$ cat src/rtl/ksa.sv
// ksa: ARC4 key-scheduling stage. Runs the 256-iteration key schedule over a
// shared single-port 256x8 S memory with synchronous read (data one cycle
// after the address).
// Build option: define KSA_INIT_EN to include the INIT state, which writes
// the identity permutation into S before scheduling. Without it, S must
// already hold the identity (or a previous result) when a run starts.
module ksa (
    input  logic        clk,
    input  logic        rst,
    input  logic        en,
    output logic        rdy,
    input  logic [23:0] key,
    output logic [7:0]  s_addr,
    input  logic [7:0]  s_rddata,
    output logic [7:0]  s_wrdata,
    output logic        s_wren
);

    typedef enum logic [2:0] {
        IDLE,
`ifdef KSA_INIT_EN
        INIT,
`endif
        READ_I,
        CALC_J,
        READ_J,
        WRITE_J,
        WRITE_I
    } state_t;

    state_t      state_reg;
    logic [7:0]  i_reg;
    logic [7:0]  j_reg;
    logic [7:0]  si_reg;
    logic [7:0]  sj_reg;
    logic [23:0] key_reg;
    logic [1:0]  kidx_reg;
    logic        rdy_reg;
    logic [7:0]  s_addr_reg;
    logic [7:0]  s_wrdata_reg;
    logic        s_wren_reg;

    logic [7:0]  key_bytes [3];
    logic [7:0]  kb;
    logic [7:0]  j_next;
    logic        last_i;
    logic        accept;

    // Split the latched key into its three bytes, most significant first.
    genvar gi;
    generate
        for (gi = 0; gi < 3; gi++) begin : g_key_bytes
            assign key_bytes[gi] = key_reg[23 - 8*gi -: 8];
        end
    endgenerate

    // Key byte chosen by the mod-3 counter that tracks i.
    always_comb begin
        kb = key_bytes[2];
        case (kidx_reg)
            2'd0:    kb = key_bytes[0];
            2'd1:    kb = key_bytes[1];
            default: kb = key_bytes[2];
        endcase
    end

    // New j uses s[i] arriving this cycle; all sums wrap at 8 bits.
    assign j_next = j_reg + s_rddata + kb;
    assign last_i = (i_reg == 8'hFF);

    // A run is accepted from IDLE, or on the final WRITE_I so that a held
    // en restarts immediately with no idle cycle.
    assign accept = en && ((state_reg == IDLE) ||
                           ((state_reg == WRITE_I) && last_i));

    // s[i] only becomes available during CALC_J, so the address of s[j] is
    // forwarded straight from the adder in that state to keep 5 cycles/i.
    assign s_addr   = (state_reg == CALC_J) ? j_next : s_addr_reg;
    assign s_wrdata = s_wrdata_reg;
    assign s_wren   = s_wren_reg;
    assign rdy      = rdy_reg;

    // Schedule FSM; output registers are loaded for the state being entered.
    always_ff @(posedge clk) begin
        if (rst) begin
            state_reg    <= IDLE;
            i_reg        <= 8'd0;
            j_reg        <= 8'd0;
            si_reg       <= 8'd0;
            sj_reg       <= 8'd0;
            key_reg      <= 24'd0;
            kidx_reg     <= 2'd0;
            rdy_reg      <= 1'b1;
            s_addr_reg   <= 8'd0;
            s_wrdata_reg <= 8'd0;
            s_wren_reg   <= 1'b0;
        end else if (accept) begin
            key_reg      <= key;
            i_reg        <= 8'd0;
            j_reg        <= 8'd0;
            kidx_reg     <= 2'd0;
            rdy_reg      <= 1'b1;
            s_addr_reg   <= 8'd0;
            s_wrdata_reg <= 8'd0;
`ifdef KSA_INIT_EN
            state_reg    <= INIT;
            s_wren_reg   <= 1'b1;
`else
            state_reg    <= READ_I;
            s_wren_reg   <= 1'b0;
`endif
        end else begin
            case (state_reg)
                IDLE: begin
                    rdy_reg    <= 1'b1;
                    s_wren_reg <= 1'b0;
                end
`ifdef KSA_INIT_EN
                INIT: begin
                    rdy_reg <= 1'b0;
                    if (last_i) begin
                        state_reg  <= READ_I;
                        i_reg      <= 8'd0;
                        s_addr_reg <= 8'd0;
                        s_wren_reg <= 1'b0;
                    end else begin
                        i_reg        <= i_reg + 8'd1;
                        s_addr_reg   <= i_reg + 8'd1;
                        s_wrdata_reg <= i_reg + 8'd1;
                        s_wren_reg   <= 1'b1;
                    end
                end
`endif
                READ_I: begin
                    rdy_reg   <= 1'b0;
                    state_reg <= CALC_J;
                end
                CALC_J: begin
                    si_reg     <= s_rddata;
                    j_reg      <= j_next;
                    s_addr_reg <= j_next;
                    state_reg  <= READ_J;
                end
                READ_J: begin
                    sj_reg       <= s_rddata;
                    s_addr_reg   <= j_reg;
                    s_wrdata_reg <= si_reg;
                    s_wren_reg   <= 1'b1;
                    state_reg    <= WRITE_J;
                end
                WRITE_J: begin
                    s_addr_reg   <= i_reg;
                    s_wrdata_reg <= sj_reg;
                    s_wren_reg   <= 1'b1;
                    state_reg    <= WRITE_I;
                end
                WRITE_I: begin
                    s_wren_reg <= 1'b0;
                    if (last_i) begin
                        state_reg    <= IDLE;
                        rdy_reg      <= 1'b1;
                        s_addr_reg   <= 8'd0;
                        s_wrdata_reg <= 8'd0;
                    end else begin
                        i_reg      <= i_reg + 8'd1;
                        kidx_reg   <= (kidx_reg == 2'd2) ? 2'd0 : kidx_reg + 2'd1;
                        s_addr_reg <= i_reg + 8'd1;
                        state_reg  <= READ_I;
                    end
                end
                default: begin
                    state_reg  <= IDLE;
                    rdy_reg    <= 1'b1;
                    s_wren_reg <= 1'b0;
                end
            endcase
        end
    end

endmodule

$ cat config.mk
export PLATFORM = sky130hd
export DESIGN_NAME = ksa
export DESIGN_NICKNAME = d
export VERILOG_FILES = /design/src/rtl/ksa.sv
export SDC_FILE = /design/constraint.sdc
export NUM_CORES = 1
export LEC_CHECK = 0
export ABC_CLOCK_PERIOD_IN_PS = 4500
export CORE_ASPECT_RATIO = 0.5
export CORE_MARGIN = 3
export CORE_UTILIZATION = 47
export DETAILED_ROUTE_END_ITERATION = 10
export PLACE_DENSITY_LB_ADDON = 0.12
export SYNTH_ARGS = -nofsm -noshare
export SYNTH_HDL_FRONTEND = slang
export SYNTH_SLANG_ARGS = --single-unit
$ cat constraint.sdc
create_clock -name clk -period 4.5 [get_ports clk]
set_input_delay 1.125 -clock clk [delete_from_list [all_inputs] [get_ports clk]]
set_output_delay 1.125 -clock clk [all_outputs]
set_load 0.005 [all_outputs]
**Yosys cells after proc, flatten, opt, wreduce, memory -nomap -nowiden**

Cells that the tools add are included.

- Add/subtract/negate cells: 4
- Equal/unequal tests: 10
- Mux-type cells: 13
- Bitwise gates (word level): 3
- Reductions and logical operators: 16

Operators with widths:

| kind | number |
|---|---|
| $pmux W8 S4 | 1 |
| $mux W8 | 3 |
| $pmux W8 S3 | 1 |
| $pmux W3 S6 | 1 |
| $add A8 B8 Y8 | 2 |
| $pmux W8 S2 | 1 |
| $reduce_and A2 Y1 | 5 |
| $add A8 B1 Y8 const B | 1 |
| $eq A8 B8 Y1 const B | 1 |
| $eq A3 B2 Y1 const B | 2 |
| $eq A3 B3 Y1 const B | 2 |
| $reduce_or A2 Y1 | 3 |
| $ne A2 B2 Y1 const B | 2 |
| $reduce_bool A4 Y1 | 1 |
| $eq A3 B1 Y1 const B | 1 |
| $logic_not A3 Y1 | 1 |
| $mux W1 | 3 |
| $not A1 Y1 | 3 |
| $pmux W1 S3 | 1 |
| $reduce_bool A3 Y1 | 1 |
| $reduce_or A3 Y1 | 1 |
| $add A2 B1 Y2 const B | 1 |
| $eq A2 B1 Y1 const B | 1 |
| $eq A2 B2 Y1 const B | 1 |
| 5 further kinds | 6 |

- Bits in registers: 79
- Output and inout bits: 18
- Logic and storage cells: 58

**Logic depth before layout (Yosys ltp)**

- Depth in word-level cells: 6
- Mapped depth: 12
- Gate-level depth less buffers: 11

**Worst setup path before layout**

No wires, ideal clock.

- Path type: in2out
- Start point: in s_rddata[1]
- End point: out s_addr[7]
- Data arrival time: 3.003 ns
- Required time: 3.375 ns
- Path slack: 0.372 ns
- Stages: 8
- Path buffers: 0
- Cells stage by stage: fa_1 -> ha_1 -> fa_1 -> a211oi_1 -> o21a_1 -> nor3_1 -> mux2i_1 -> nand2_1

- Word-level cells in the longest chain between the ends: 3

RTL lines:

| element | RTL line | source |
|---|---|---|
| start, declared | 14 | `input logic [7:0] s_rddata,` |
| $add A8 B8 Y8 (2 in series) | 68 | `assign j_next = j_reg + s_rddata + kb;` |
| $mux W8 | 78 | `assign s_addr = (state_reg == CALC_J) ? j_next : s_addr_reg;` |
| end, declared | 13 | `output logic [7:0] s_addr,` |

Every way passes these cells.

**Worst setup path after layout**

- Start point: in s_rddata[3]
- End point: out s_addr[6]

The elaborated chain is that of the path after synthesis.

==> results.md <==
* Final design utilization at 63.7%
* Core area at 8430 um^2
* Reg-to-reg endpoint: s_addr_reg[5]$_SDFFE_PP0P_
* Syn Inst Count at 503
* Nets at 614
* Hold WC Path Type: flop to flop
* Initial DRC Count at 217
* I/O pins at 53
* Number of flip-flops in the largest register at 24
* Starting Density at 50.9%
* Largest net degree at the start of global routing at 69
* Reg2reg path depth at 14
* Antenna violations before repair at 0
* Syn nets at 553
* Die Wd at 141 um
* R2r startpoint: kidx_reg[0]$_SDFFE_PP0P_
* Drt drc at 0
* Diodes inserted at 0
* Total power at 2.88 mW
* Slowest cell delay on critical path at 510 ps
* Clk Latency, worst-skew pair at 330 ps
* Share of layout cells above drive strength 1 at 14.4%
* # H-tree levels at 3
* Slew @ Worst Pin at 1090 ps
* Vias in the first global route at 3,269
* Total congestion overflow at 0
* ANT nets after route at 0
* Startpoint types: primary input
* Total CTS buffers at 9
* RSZ-0062 raised after global routing: yes
* Distinct cells, synth at 50
* Area growth from synthesis to layout at 25.0%
* Worst path top cell family by delay: adder cells
* Crit Path Class: primary input to output pin
* Multiplexer share of the synthesized area at 8.39%
* Number of hold violations in the final report at 0
* Fin crit share at 98.2%
* Leak Pwr at 2.04 nW
* Largest family of logic cells by synthesized area: simple AND/OR/NAND/NOR gates
* Hold Startpoint: sj_reg[3]$_SDFFE_PP0P_
* First-pass GRT wire length at 16,600 um
* Placed Area at 4910 um^2
* Root Driver: clkbuf_16
* Area leader, netlist: dfxtp_1
* WP data required at 3380 ps
* Vias per cell at 5.20
* Hold path cells at 2
* Cell area after layout at 5370 um^2
* Clock transition at the registers of the reported paths at 60 ps
* CP Launch Point: s_rddata[3]
* Crit path buffers/inverters at 4
* Drt wl/cell at 15.0 um
* Post-synth top area share at 36.8%
* CTS max path bufs at 2
* EDFF count, synth at 0
* Total GRT Usage at 20.3%
* Drt total wl at 10,200 um
* Top FF cell, synth: dfxtp_1
* Die Area at 10,400 um^2
* Crit path cell chain: dlygate4sd2_1 > fa_1 > ha_4 > a21oi_2 > buf_4 > o2111a_1 > a211oi_2 > buf_4 > nand2_1 > dlygate4sd2_1
* TritonCTS sink count at 79
* Compound-Gate Fraction of Synth Area at 15.9%
* Vert. Die Dim at 73.6 um
* Top cells by area, synth: dfxtp_1 (37%), mux2i_1 (8.4%), nand2b_1 (7.7%)
* Adder-cell area share of the yosys netlist at 6.00%
* Sequential area share after synthesis at 36.8%
* FMAX at 226 MHz
* Final Setup Violations at 0
* Slew Viols, Final at 0
* Synth Register Bits at 79
* Outcome: completed
* Worst IR Drop VDD at 0.254 mV
* Cell Pwr Density at 537 nW/um^2
* Max cap viols at 0
* Most numerous cell in the Yosys netlist: nand2_1
* PortBufs at 52
* Routability Congestion at 0.812
* CTS tree: built
* Slowest CP cell: fa_1
* Std-Cell Rows at 23
* CP endpoint kind: output pin
* Drt pass-1 iters at 5
* Setup Skew at 7.10 ps
* Mapped Avg Cell Area at 8.54 um^2
* Routed vias at 3,538
* Synth Area in XOR/XNOR at 2.65%
* Synth Cell Area at 4290 um^2
* Top cells by count, synth: nand2_1 (82), dfxtp_1 (79), a21oi_1 (57)
* Fin crit period at 4420 ps
* Crit path DAT at 3290 ps
* Simple-gate area share of the yosys netlist at 24.0%
* R2r setup slk at 1450 ps
* Worst hold path endpoint: sj_reg[3]$_SDFFE_PP0P_
* Synth Warn # at 0
* Async set-reset flop share out of synthesis at 0%
* Crit path max fanout at 4
* Slew margin rel. at 26.6%
* Post-DP HPWL at 6950 um
## placed cells by master, fill, tap and decap left out, types with 8 or more instances in the layout
cell type        netlist  layout
mux2i_1               36      35
clkbuf_16              0       9
o21ai_0               12      11
xnor2_1                8       8
clkdlybuf4s50_1        0      39
nor2_1                38      37
a21oi_1               57      56
nand2_1               82      82
and3_1                10      10
nand2b_1              53      53
dfxtp_1               79      78
buf_4                  3      32
## layout make-up
cell class,count,area [um^2]
fill,770,3060
clock buffer,12,267
clock inverter,3,65.1
inverter,8,30.0
timing repair buffer,84,734
tap,112,140
sequential,79,1580
multi-input combinational,382,2550
## power by group
| group | switching [mW] | internal [mW] | total (mW) | leakage (nW) |
|---|---|---|---|---|
| Clock | 0.277 | 0.527 | 0.804 | 0.165 |
| Sequential | 0.109 | 0.840 | 0.949 | 0.643 |
| Combinational | 0.583 | 0.544 | 1.13 | 1.24 |
## worst max-delay path by stage
stage / end / slack (ps) / depth (start not counted)
floorplan: s_addr[7] / 370 / 8
global placement: s_addr[7] / -760 / 10
detailed placement: s_addr[7] / -770 / 10
CTS: s_addr[7] / -30 / 10
global route: s_addr[7] / -4 / 10
finish: s_addr[6] / 80 / 10
## routing by layer
metal,routed length (um),track usage [%]
met1,5270,29.1
met2,4220,30.9
met3,592,5.53
met4,77,4.19
met5,0,0
## timing repair
item,4_1_cts,5_1_grt
setup buffers,4,2
pin swaps,14,10
hold buffers,0,0
setup endpoints to repair,6,3
gates resized for setup,32,13
## through the flow
stage               instances  hold WS [ps]  worst slack [ps]  TNS, ps
floorplan                 503           432               372        0
global placement          660           440              -763    -2820
detailed placement        660           445              -771    -2770
CTS                       679           453             -31.5    -31.5
global route              680           474             -4.35    -4.35
finish                    680           453              80.4        0
## worst register-to-register path, delay by kind of cell, from the launching register on
family | cells | cell delay, ps
mux | 1 | 230
compound gates | 3 | 490
fa+ha+maj | 3 | 1100
buf+inv | 4 | 580
flops | 1 | 360
simple gates | 3 | 220
## kinds of logic after synthesis
kind of cell,Yosys count
mux,36
fa+ha+maj,16
simple gates,210
compound gates,107
xor+xnor,13
flops,79
buf+inv,42
Power figures use the tool's default switching activity.
